--- config.mk ---
export PLATFORM = sky130hd
export DESIGN_NAME = wrr_resource_arbiter_flat
export DESIGN_NICKNAME = d
export VERILOG_FILES = /design/src/rtl/wrr_resource_arbiter_pkg.sv /design/src/rtl/wrr_resource_arbiter_if.sv /design/src/rtl/wrr_resource_arbiter_rr_pick.sv /design/src/rtl/wrr_resource_arbiter.sv /design/src/flat_wrapper.sv
export SDC_FILE = /design/constraint.sdc
export NUM_CORES = 1
export LEC_CHECK = 0
export BUFFER_PORTS_ARGS = -buffer_cell sky130_fd_sc_hd__buf_4
export CAP_MARGIN = 20
export CORE_MARGIN = 1
export CORE_UTILIZATION = 50
export DETAILED_ROUTE_END_ITERATION = 6
export PLACE_DENSITY = 0.71
export SYNTH_ARGS = -nofsm -noshare
export SYNTH_HDL_FRONTEND = slang
export SYNTH_SLANG_ARGS = --single-unit
--- constraint.sdc ---
create_clock -name clk -period 2.83 [get_ports clk]
set_input_delay 0.4245 -clock clk [delete_from_list [all_inputs] [get_ports clk]]
set_output_delay 0.4245 -clock clk [all_outputs]
set_load 0.01 [all_outputs]
--- src/rtl/wrr_resource_arbiter_pkg.sv ---
// Shared definitions for the weighted round-robin resource arbiter.
//   state_t       : arbiter FSM states (IDLE, GRANT)
//   MAX_N         : largest supported requester count
//   idw()         : index width for a given requester count
//   onehot_to_idx : binary index of a one-hot vector (up to MAX_N bits)
package arb_pkg;

    typedef enum logic {
        IDLE  = 1'b0,
        GRANT = 1'b1
    } state_t;

    localparam int MAX_N = 16;

    function automatic int idw(input int n);
        return (n <= 1) ? 1 : $clog2(n);
    endfunction

    // OR of the indices of all set bits; exact for one-hot or zero input.
    function automatic logic [3:0] onehot_to_idx(input logic [MAX_N-1:0] oh);
        logic [3:0] idx;
        idx = '0;
        for (int i = 0; i < MAX_N; i++) begin
            if (oh[i]) idx = idx | 4'(i);
        end
        return idx;
    endfunction

endpackage

--- src/rtl/wrr_resource_arbiter_if.sv ---
// Requester/resource side bus of the weighted round-robin arbiter.
//   req[N]       : level request per requester, held until served
//   done         : pulse, current granted transaction finished
//   wt_we        : weight write strobe
//   wt_idx       : weight register index
//   wt_data[CW]  : weight value (0 is stored as 1)
//   gnt[N]       : one-hot registered grant, zero when idle
//   gnt_valid    : OR of gnt
//   gnt_id       : binary index of the granted requester
// master drives requests/done/weights, slave (the arbiter) drives the grant.
interface wrr_resource_arbiter_if #(
    parameter int N  = 4,
    parameter int CW = 4
);
    localparam int IDW = (N <= 1) ? 1 : $clog2(N);

    logic [N-1:0]   req;
    logic           done;
    logic           wt_we;
    logic [IDW-1:0] wt_idx;
    logic [CW-1:0]  wt_data;
    logic [N-1:0]   gnt;
    logic           gnt_valid;
    logic [IDW-1:0] gnt_id;

    modport master (
        output req, done, wt_we, wt_idx, wt_data,
        input  gnt, gnt_valid, gnt_id
    );

    modport slave (
        input  req, done, wt_we, wt_idx, wt_data,
        output gnt, gnt_valid, gnt_id
    );

endinterface

--- src/rtl/wrr_resource_arbiter_rr_pick.sv ---
// Combinational rotating priority picker.
//   eligible[N] : candidate vector
//   ptr         : index that has highest priority
//   found       : at least one candidate exists
//   winner      : first eligible index scanning ptr, ptr+1, .. (mod N)
// The vector is doubled and everything below ptr masked off, so the lowest
// remaining set bit is the first candidate at or after ptr with wrap-around.
module rr_pick #(
    parameter int N   = 4,
    parameter int IDW = 2
) (
    input  logic [N-1:0]   eligible,
    input  logic [IDW-1:0] ptr,
    output logic           found,
    output logic [IDW-1:0] winner
);

    logic [2*N-1:0] dbl;
    logic [2*N-1:0] masked;

    always_comb begin
        dbl    = {eligible, eligible};
        masked = '0;
        for (int k = 0; k < 2 * N; k++) begin
            masked[k] = dbl[k] && (k >= int'(ptr));
        end
        found  = 1'b0;
        winner = '0;
        // Descending scan so the lowest set bit is the last one written.
        for (int k = 2 * N - 1; k >= 0; k--) begin
            if (masked[k]) begin
                found  = 1'b1;
                winner = (k >= N) ? IDW'(k - N) : IDW'(k);
            end
        end
    end

endmodule

--- src/rtl/wrr_resource_arbiter.sv ---
// Weighted round-robin arbiter sharing one downstream resource among N
// requesters. Each requester may hold up to weight[i] consecutive
// transactions per round; the grant is held until the resource pulses done.
//   clk   : clock, rising edge
//   reset : asynchronous, active-high reset
//   bus   : slave side of wrr_resource_arbiter_if (requests, done, weight
//           writes in; registered one-hot grant, valid and index out)
module wrr_resource_arbiter #(
    parameter int N    = 4,
    parameter int CW   = 4,
    parameter int WDEF = 1
) (
    input  logic                  clk,
    input  logic                  reset,
    wrr_resource_arbiter_if.slave bus
);
    import arb_pkg::*;

    localparam int IDW = idw(N);

    state_t         state, state_nxt;
    logic [CW-1:0]  weight      [N];
    logic [CW-1:0]  credit      [N];
    logic [CW-1:0]  credit_view [N];
    logic [CW-1:0]  credit_nxt  [N];
    logic [IDW-1:0] ptr, ptr_nxt, scan_ptr;
    logic [IDW-1:0] g;
    logic [CW-1:0]  cred_dec;
    logic           keep, repick, reload;
    logic [N-1:0]   elig;
    logic           found1, found2, win_found;
    logic [IDW-1:0] w1, w2, win;
    logic [N-1:0]   gnt_nxt;
    logic [IDW-1:0] gnt_id_nxt;
    logic           gnt_valid_nxt;

    // Current grantee taken from the one-hot grant itself.
    assign g        = IDW'(onehot_to_idx(MAX_N'(bus.gnt)));
    assign cred_dec = (credit[g] == '0) ? '0 : credit[g] - CW'(1);

    // Decision: keep the grant or re-pick, and which credits the pick sees.
    always_comb begin
        for (int i = 0; i < N; i++) credit_view[i] = credit[i];
        keep     = 1'b0;
        repick   = 1'b0;
        scan_ptr = ptr;
        case (state)
            IDLE: begin
                repick = |bus.req;
            end
            GRANT: begin
                if (bus.done) credit_view[g] = cred_dec;
                // done wins over a simultaneous request drop.
                keep   = bus.done ? (bus.req[g] && (cred_dec != '0)) : bus.req[g];
                repick = !keep;
                if (repick) scan_ptr = (g == IDW'(N - 1)) ? '0 : g + IDW'(1);
            end
            default: ;
        endcase
    end

    always_comb begin
        for (int i = 0; i < N; i++) elig[i] = bus.req[i] && (credit_view[i] != '0);
    end

    // First pick on live credits; second pick on raw requests stands in for
    // the pick after a reload, since every reloaded weight is at least 1.
    rr_pick #(.N(N), .IDW(IDW)) u_pick_credit (
        .eligible (elig),
        .ptr      (scan_ptr),
        .found    (found1),
        .winner   (w1)
    );

    rr_pick #(.N(N), .IDW(IDW)) u_pick_reload (
        .eligible (bus.req),
        .ptr      (scan_ptr),
        .found    (found2),
        .winner   (w2)
    );

    assign reload    = repick && (|bus.req) && !found1;
    assign win       = found1 ? w1 : w2;
    assign win_found = found1 || found2;

    // Next-state logic.
    always_comb begin
        state_nxt = state;
        case (state)
            IDLE:    if (repick) state_nxt = GRANT;
            GRANT:   if (!keep && !win_found) state_nxt = IDLE;
            default: state_nxt = IDLE;
        endcase
    end

    // Next grant outputs, pointer and credits.
    always_comb begin
        gnt_nxt       = bus.gnt;
        gnt_id_nxt    = bus.gnt_id;
        gnt_valid_nxt = bus.gnt_valid;
        ptr_nxt       = ptr;
        if (repick) begin
            if (win_found) begin
                gnt_nxt    = N'(1) << win;
                gnt_id_nxt = win;
            end else begin
                gnt_nxt    = '0;
                gnt_id_nxt = '0;
            end
            gnt_valid_nxt = win_found;
            if (state == GRANT) ptr_nxt = scan_ptr;
        end
        // Reload reads the registered weights, so a same-cycle write is not seen.
        for (int i = 0; i < N; i++) credit_nxt[i] = reload ? weight[i] : credit_view[i];
    end

    always_ff @(posedge clk or posedge reset) begin
        if (reset) begin
            state         <= IDLE;
            ptr           <= '0;
            bus.gnt       <= '0;
            bus.gnt_valid <= 1'b0;
            bus.gnt_id    <= '0;
            for (int i = 0; i < N; i++) begin
                weight[i] <= CW'(WDEF);
                credit[i] <= CW'(WDEF);
            end
        end else begin
            state         <= state_nxt;
            ptr           <= ptr_nxt;
            bus.gnt       <= gnt_nxt;
            bus.gnt_valid <= gnt_valid_nxt;
            bus.gnt_id    <= gnt_id_nxt;
            for (int i = 0; i < N; i++) credit[i] <= credit_nxt[i];
            if (bus.wt_we && (int'(bus.wt_idx) < N)) begin
                weight[bus.wt_idx] <= (bus.wt_data == '0) ? CW'(1) : bus.wt_data;
            end
        end
    end

endmodule
--- src/flat_wrapper.sv ---
// flat-port wrapper written by rule: the top's interface ports become plain ports
module wrr_resource_arbiter_flat import arb_pkg::*;
#(
    parameter int N    = 4,
    parameter int CW   = 4,
    parameter int WDEF = 1
)
  (clk, reset, bus_req, bus_done, bus_wt_we, bus_wt_idx, bus_wt_data, bus_gnt, bus_gnt_valid, bus_gnt_id);
  wrr_resource_arbiter_if #(.N(N), .CW(CW)) bus_i ();
  input  logic clk;
  input  logic reset;
  input wire logic [$bits(bus_i.req)-1:0] bus_req;
  input wire logic [$bits(bus_i.done)-1:0] bus_done;
  input wire logic [$bits(bus_i.wt_we)-1:0] bus_wt_we;
  input wire logic [$bits(bus_i.wt_idx)-1:0] bus_wt_idx;
  input wire logic [$bits(bus_i.wt_data)-1:0] bus_wt_data;
  output wire logic [$bits(bus_i.gnt)-1:0] bus_gnt;
  output wire logic [$bits(bus_i.gnt_valid)-1:0] bus_gnt_valid;
  output wire logic [$bits(bus_i.gnt_id)-1:0] bus_gnt_id;
  assign bus_i.req = bus_req;
  assign bus_i.done = bus_done;
  assign bus_i.wt_we = bus_wt_we;
  assign bus_i.wt_idx = bus_wt_idx;
  assign bus_i.wt_data = bus_wt_data;
  assign bus_gnt = bus_i.gnt;
  assign bus_gnt_valid = bus_i.gnt_valid;
  assign bus_gnt_id = bus_i.gnt_id;
  wrr_resource_arbiter #(.N(N), .CW(CW), .WDEF(WDEF)) u_core (.clk(clk), .reset(reset), .bus(bus_i));
endmodule
==> results.md, run 1 <==
- Status: finished with violations
- Failing checks: setup timing
- Ports: 21
- Tmin final: 2.92 ns
- Setup crit start kind: flop
- Total power: 4.91 mW
- CTS Buf Count: 5
- Max-cap violations: 0
- Max IR drop VDD: 0.000623 V
- Num rows: 25
- Reg2Reg Launch Point: u_core.bus.gnt[1]
- Router iterations before antenna repair: 4
- Hold_buf cts: 0
- Max frequency: 342 MHz
- Worst Setup SP: u_core.bus.gnt[1]
- IO Port Bufs: 20
- Finished Layout Cells: 411
- Avg Cell Area, Syn: 9.87 µm²
- Post-Syn Area: 0.00262 mm²
- FFs w/ async S/R, synth: 100%
- Clk slew on worst S/H paths: 0.08 ns
- Total track usage: 28.8%
- Crit path max-delay cell type: dfrtp_1
- Hold crit path type: in -> async
- Ys flop type: dfrtp_1
- Post-route cell area: 0.00359 mm²
- Initial Util: 53.6%
- Worst rel slew slack: 51.9%
- CORE AREA: 0.00488 mm²
- Total grt overflow: 0
- First-pass GRT wire length: 11.8 mm
- Setup Crit Path Kind: reg -> reg
- DRC: 0
- Routed WL: 7.70 mm
- Die area: 0.00553 mm²
- Net Count, Synth: 283
- Register bit total from synthesis: 42
- Post-detail-place hpwl: 5.24 mm
- Synth-to-layout area growth: 37.3%
- CTS tree: yes
- Initial antenna violation count: 0
- Fin. Hold Viols: 0
- CP most frequent cell: mux2_4
- Clk root buf: clkbuf_8
- Cell variety after synth: 59
- Crit path cell chain: buf_6, or4_4, o311ai_4, a211oi_2, o21bai_4, mux2_4, o31a_1, nor2_4, nand3_4, buf_12, mux2_4
- Worst Setup End Kind: flop
- Avg Vias per Cell: 5.93
- Pwr dens: 1370 mW/mm²
- EDFF count, synth: 0
- Ys Warns: 0
- Number of global-route vias before repair: 2437
- Sequential share of the synthesized area: 40.6%
- RSZ-0062 raised after global routing: yes
- Nets: 361
- Routed length per placed instance: 18.7 µm
- Critical Path Max Stage Delay: 0.43 ns
- Largest net degree at the start of global routing: 43
- Inserted Diodes: 0
- Worst EP required: 3.02 ns
- Cells after synthesis: 265
- Leakage: 1.58 nW
- Post-DRT Antenna Nets: 0
- Die W: 74.3 µm
- Starting DRT DRC Count: 236
- Worst-Margin Slew: 0.720 ns
- Setup TNS Final: -1.23 ns
- Most frequent cells in the layout: buf_4, nand2_1, dfrtp_1, nor2_1
- Placed cells: 393
- Setup WS post-layout: -0.0902 ns
- Commonest non-fill, non-tap cell in the layout: buf_4
- Via count: 2439
- Placed instance area: 0.00322 mm²
- Final Util: 73.6%
- Crit Path Max Fanout: 16
- Post-Route Skew: 0.00909 ns
- Dpl ws: -0.117 ns
- Longest Clk Path Bufs: 2
- Share of cells above drive strength 1: 49.1%
- Final critical-path share of the clock period: 103%
- Placer Congestion: 0.981
- WHS: 0.263 ns
- Final setup viols: 19
- DIE HEIGHT: 74.3 µm
- Skew-Pair Late Insertion Delay: 0.30 ns
- CTS sink count: 42
- Max Slew Vio Count: 0
- Htree depth: 2
- Critical Path AT: 3.11 ns
## critical path: cells and delay by family, from the launching register on
kind	cells	cell delay, ns
buf+inv	2	0.32
mux	2	0.62
simple gates	3	0.66
flops	1	0.43
compound gates	4	0.75
## synth_stat cells, types with 2 or more instances
master,number,area share [%]
a211oi_1,2,0.57
a211oi_2,3,1.4
a21oi_1,5,0.96
a22oi_1,2,0.57
a31oi_1,3,0.72
a32o_1,2,0.77
and2_1,4,0.96
buf_6,3,1.3
dfrtp_1,34,33
dfstp_2,8,8.0
ha_1,4,1.9
inv_1,3,0.43
mux2_2,19,8.2
mux2_4,10,5.7
mux2i_1,6,2.3
nand2_1,47,6.7
nand2b_1,4,0.96
nand3_1,4,0.77
nand3b_1,3,0.86
nor2_1,21,3.0
nor2b_1,2,0.48
nor3_1,4,0.77
nor4_1,2,0.48
o211ai_1,3,0.86
o21ai_0,23,4.4
o221a_2,2,0.86
o221ai_1,2,0.67
o22ai_1,4,0.96
o311ai_2,2,1.2
o31ai_1,3,0.86
or2_1,2,0.48
or2_2,2,0.48
## sequential cells by signal, summed over array words and instances (netlist names)
signal                cells
u_core.ptr                2
u_core.bus.gnt_valid      1
u_core.weight            16
u_core.credit            16
u_core.bus.gnt_id         2
u_core.bus.gnt            4
u_core.state              1
## timing repair
action,in CTS,in global routing
buffers inserted,6,4
pin swaps,9,10
gates resized for setup,17,29
setup endpoints to repair,22,22
hold endpoints to repair,0,0
## per-layer routing
layer	share of wire, %	global-route usage (%)	vias up
met4	2.6	10.5	0
met1	44	37.3	1196
met5	0	0	-
li1	-	-	1135
met3	4.2	4.34	20
met2	49	49.3	88
## kinds of logic after synthesis
group	share of synthesized area [%]
mux	16.2
compound gates	20.1
buf+inv	2.82
fa+ha+maj	1.91
flops	40.6
simple gates	18.4
## power breakdown
group / switching [mW] / total, mW / internal, mW / leakage (nW)
clock: 0.223 / 0.397 / 0.174 / 0.0374
combinational: 1.70 / 3.44 / 1.74 / 1.04
sequential: 0.223 / 1.07 / 0.845 / 0.495
## final timing paths
kind | endpoint | slack (ns) | depth (start not counted)
max in group asynchronous | u_core.bus.gnt[3] | 2.18 | 3
min in group clk | u_core.weight[15] | 0.40 | 2
setup / recovery | u_core.credit[9] | -0.09 | 11
hold / removal | u_core.bus.gnt_id[1] | 0.26 | 3
hold reg to reg | u_core.weight[0] | 0.50 | 2
setup reg to reg | u_core.credit[9] | -0.09 | 11
## cell type report
cell class,count,area (µm²)
Clock buffer,6,72.6
Timing Repair Buffer,79,637
Fill cell,352,1290
Sequential cell,42,1060
Tap cell,67,83.8
Multi-Input combinational cell,211,1700
Clock inverter,2,15.0
Inverter,4,17.5
(Power assumes the default switching activity.)
==> run 2, diff against run 1 <==
--- a/config.mk
+++ b/config.mk
@@ -8,9 +8,9 @@
 export BUFFER_PORTS_ARGS = -buffer_cell sky130_fd_sc_hd__buf_4
 export CAP_MARGIN = 20
 export CORE_MARGIN = 1
-export CORE_UTILIZATION = 50
+export CORE_UTILIZATION = 25
 export DETAILED_ROUTE_END_ITERATION = 6
-export PLACE_DENSITY = 0.71
+export SKIP_LAST_GASP = 1
 export SYNTH_ARGS = -nofsm -noshare
 export SYNTH_HDL_FRONTEND = slang
 export SYNTH_SLANG_ARGS = --single-unit
==> run 2 against run 1 <==
  * The run still ends with setup timing left
  * Clock-buffer cell count fell by 1
  * Sequential power barely moved
  * Sequential share of layout area fell by 0.73 points
  * Critical path depth did not move
  * Maximum frequency rose by 0.28%
  * Global-route usage fell by 15 points
  * Non-clock buffer count rose by 2
==> results.md, run 2 (synthesis gave the netlist of run 1 again) <==
- Die area: 0.0109 mm²
- Num rows: 36
- Routed WL: 7.16 mm
- Inserted Diodes: 0
- Status: finished with violations
- Longest Clk Path Bufs: 2
- CORE AREA: 0.00995 mm²
- Tmin final: 2.91 ns
- Setup WS post-layout: -0.0821 ns
- First-pass GRT wire length: 11.8 mm
- Share of cells above drive strength 1: 49.7%
- Failing checks: setup timing
- Worst rel slew slack: 53.4%
- Router iterations before antenna repair: 4
- Ports: 21
- Via count: 2308
- Hold_buf cts: 0
- CTS tree: yes
- Final setup viols: 20
- Leakage: 1.59 nW
- Avg Vias per Cell: 4.82
- IO Port Bufs: 20
- Biggest regs: u_core.credit: 16 flops, u_core.weight: 16 flops, u_core.bus.gnt: 4 flops
- WHS: 0.237 ns
- DRC: 0
- Cells on worst reg2reg path: 11
- CTS sink count: 42
- FF-to-FF End: u_core.credit[5]
- Number of global-route vias before repair: 2323
- Worst-Margin Slew: 0.698 ns
- Post-DRT Antenna Nets: 0
- Skew-Pair Late Insertion Delay: 0.32 ns
- Hold crit path type: in -> async
- Nets: 363
- Post-route cell area: 0.00368 mm²
- Clk root buf: clkbuf_8
- Max-cap violations: 0
- Fillers: 985
- Setup Crit Path Kind: reg -> reg
- RSZ-0062 raised after global routing: yes
- Commonest non-fill, non-tap cell in the layout: buf_4
- Post-detail-place hpwl: 5.31 mm
- Worst EP required: 3.03 ns
- Routed length per placed instance: 15.0 µm
- Max frequency: 343 MHz
- Die W: 104 µm
- Total grt overflow: 0
- Final critical-path share of the clock period: 103%
- CTS Buf Count: 5
- Most frequent cells in the layout: buf_4, nand2_1, dfrtp_1, nor2_1, o21ai_0
- Crit Path Max Fanout: 16
- Clk slew on worst S/H paths: 0.10 ns
- R2R Setup Slk: -0.08 ns
- Critical Path AT: 3.11 ns
- Initial Util: 26.3%
- Pwr dens: 1320 mW/mm²
- Max IR drop VDD: 0.000380 V
- Htree depth: 2
- Max Slew Vio Count: 0
- Placed instance area: 0.00333 mm²
- Total track usage: 13.4%
- Starting DRT DRC Count: 181
- Total power: 4.87 mW
- Post-Route Skew: 0.0157 ns
- Largest net degree at the start of global routing: 43
- Fin. Hold Viols: 0
- Worst Setup End Kind: flop
- Setup crit start kind: flop
- Reg2Reg Launch Point: u_core.bus.gnt[1]
- Synth-to-layout area growth: 40.8%
- Placer Congestion: 0.921
- DIE HEIGHT: 104 µm
- Initial antenna violation count: 0
- Dpl ws: -0.131 ns
run 2: cell count changes in the layout (fill, tap and decap cells not counted), sizes merged:
cell and change:
inv +1, buf +2, clkbuf -1
run 2: final cells by class:
| type | instances | area [µm²] | area share [%] |
|---|---|---|---|
| clock buffers | 5 | 68.8 | 1.87 |
| clock inverters | 3 | 23.8 | 0.645 |
| inverters | 4 | 17.5 | 0.476 |
| multi-input cells | 211 | 1690 | 45.8 |
| flip-flops and latches | 42 | 1060 | 28.8 |
| well taps | 133 | 166 | 4.52 |
| repair buffers | 81 | 657 | 17.8 |
run 2: how the worst max path moves through the flow:
stage | slack, ns | endpoint | depth (start not counted) | from
4_1_cts | -0.08 | u_core.credit[5] | 10 | u_core.bus.gnt[3]
3_3_place_gp | -0.05 | u_core.bus.gnt[0] | 10 | u_core.bus.gnt[3]
3_5_place_dp | -0.13 | u_core.bus.gnt[2] | 11 | u_core.bus.gnt[3]
6_report | -0.08 | u_core.credit[5] | 11 | u_core.bus.gnt[1]
5_1_grt | -0.17 | u_core.bus.gnt[3] | 10 | u_core.bus.gnt[3]
2_1_floorplan | -0.08 | u_core.credit[10] | 11 | u_core.bus.gnt[3]
run 2: critical path, stage by stage (launching register included):
cell and delay [ns]:
dfrtp_1 0.44, buf_6 0.16, or4_4 0.43, o311ai_4 0.09
a211oi_2 0.13, o21bai_4 0.22, mux2_4 0.32, o31a_1 0.30
nor2_4 0.14, nand3_4 0.10, buf_12 0.17, mux2_4 0.30
run 2: what timing repair did:
item / in CTS / in global routing
hold endpoints to repair: 0 / 0
resized for setup: 18 / 24
setup buffers: 6 / 3
endpoints found under the setup margin: 22 / 22
pin swaps: 7 / 13
gates cloned: 0 / 0
run 2: where the power goes:
group	internal, mW	switching, mW	leakage (nW)
Combinational	1.77	1.63	1.05
Sequential	0.844	0.198	0.495
Clock	0.177	0.249	0.0408
Total	2.79	2.07	1.59
run 2: stage by stage:
| step | setup TNS [ns] | util, % | std cells |
|---|---|---|---|
| after floorplan | -0.736 | - | 265 |
| after global placement | -0.525 | 33.5 | 462 |
| after detailed placement | -1.06 | 33.5 | 462 |
| after CTS | -0.897 | 35.8 | 476 |
| after global routing | -2.77 | 37.0 | 479 |
| final | -1.08 | 37.0 | 479 |
run 2: routing by layer:
metal  global-route usage (%)  share of wire [%]  up-vias
met5                        0                  0        -
met4                     3.16               0.61        0
li1                         -                  -     1134
met2                     21.7                 46       48
met1                     18.2                 50     1121
met3                     2.51                3.5        5
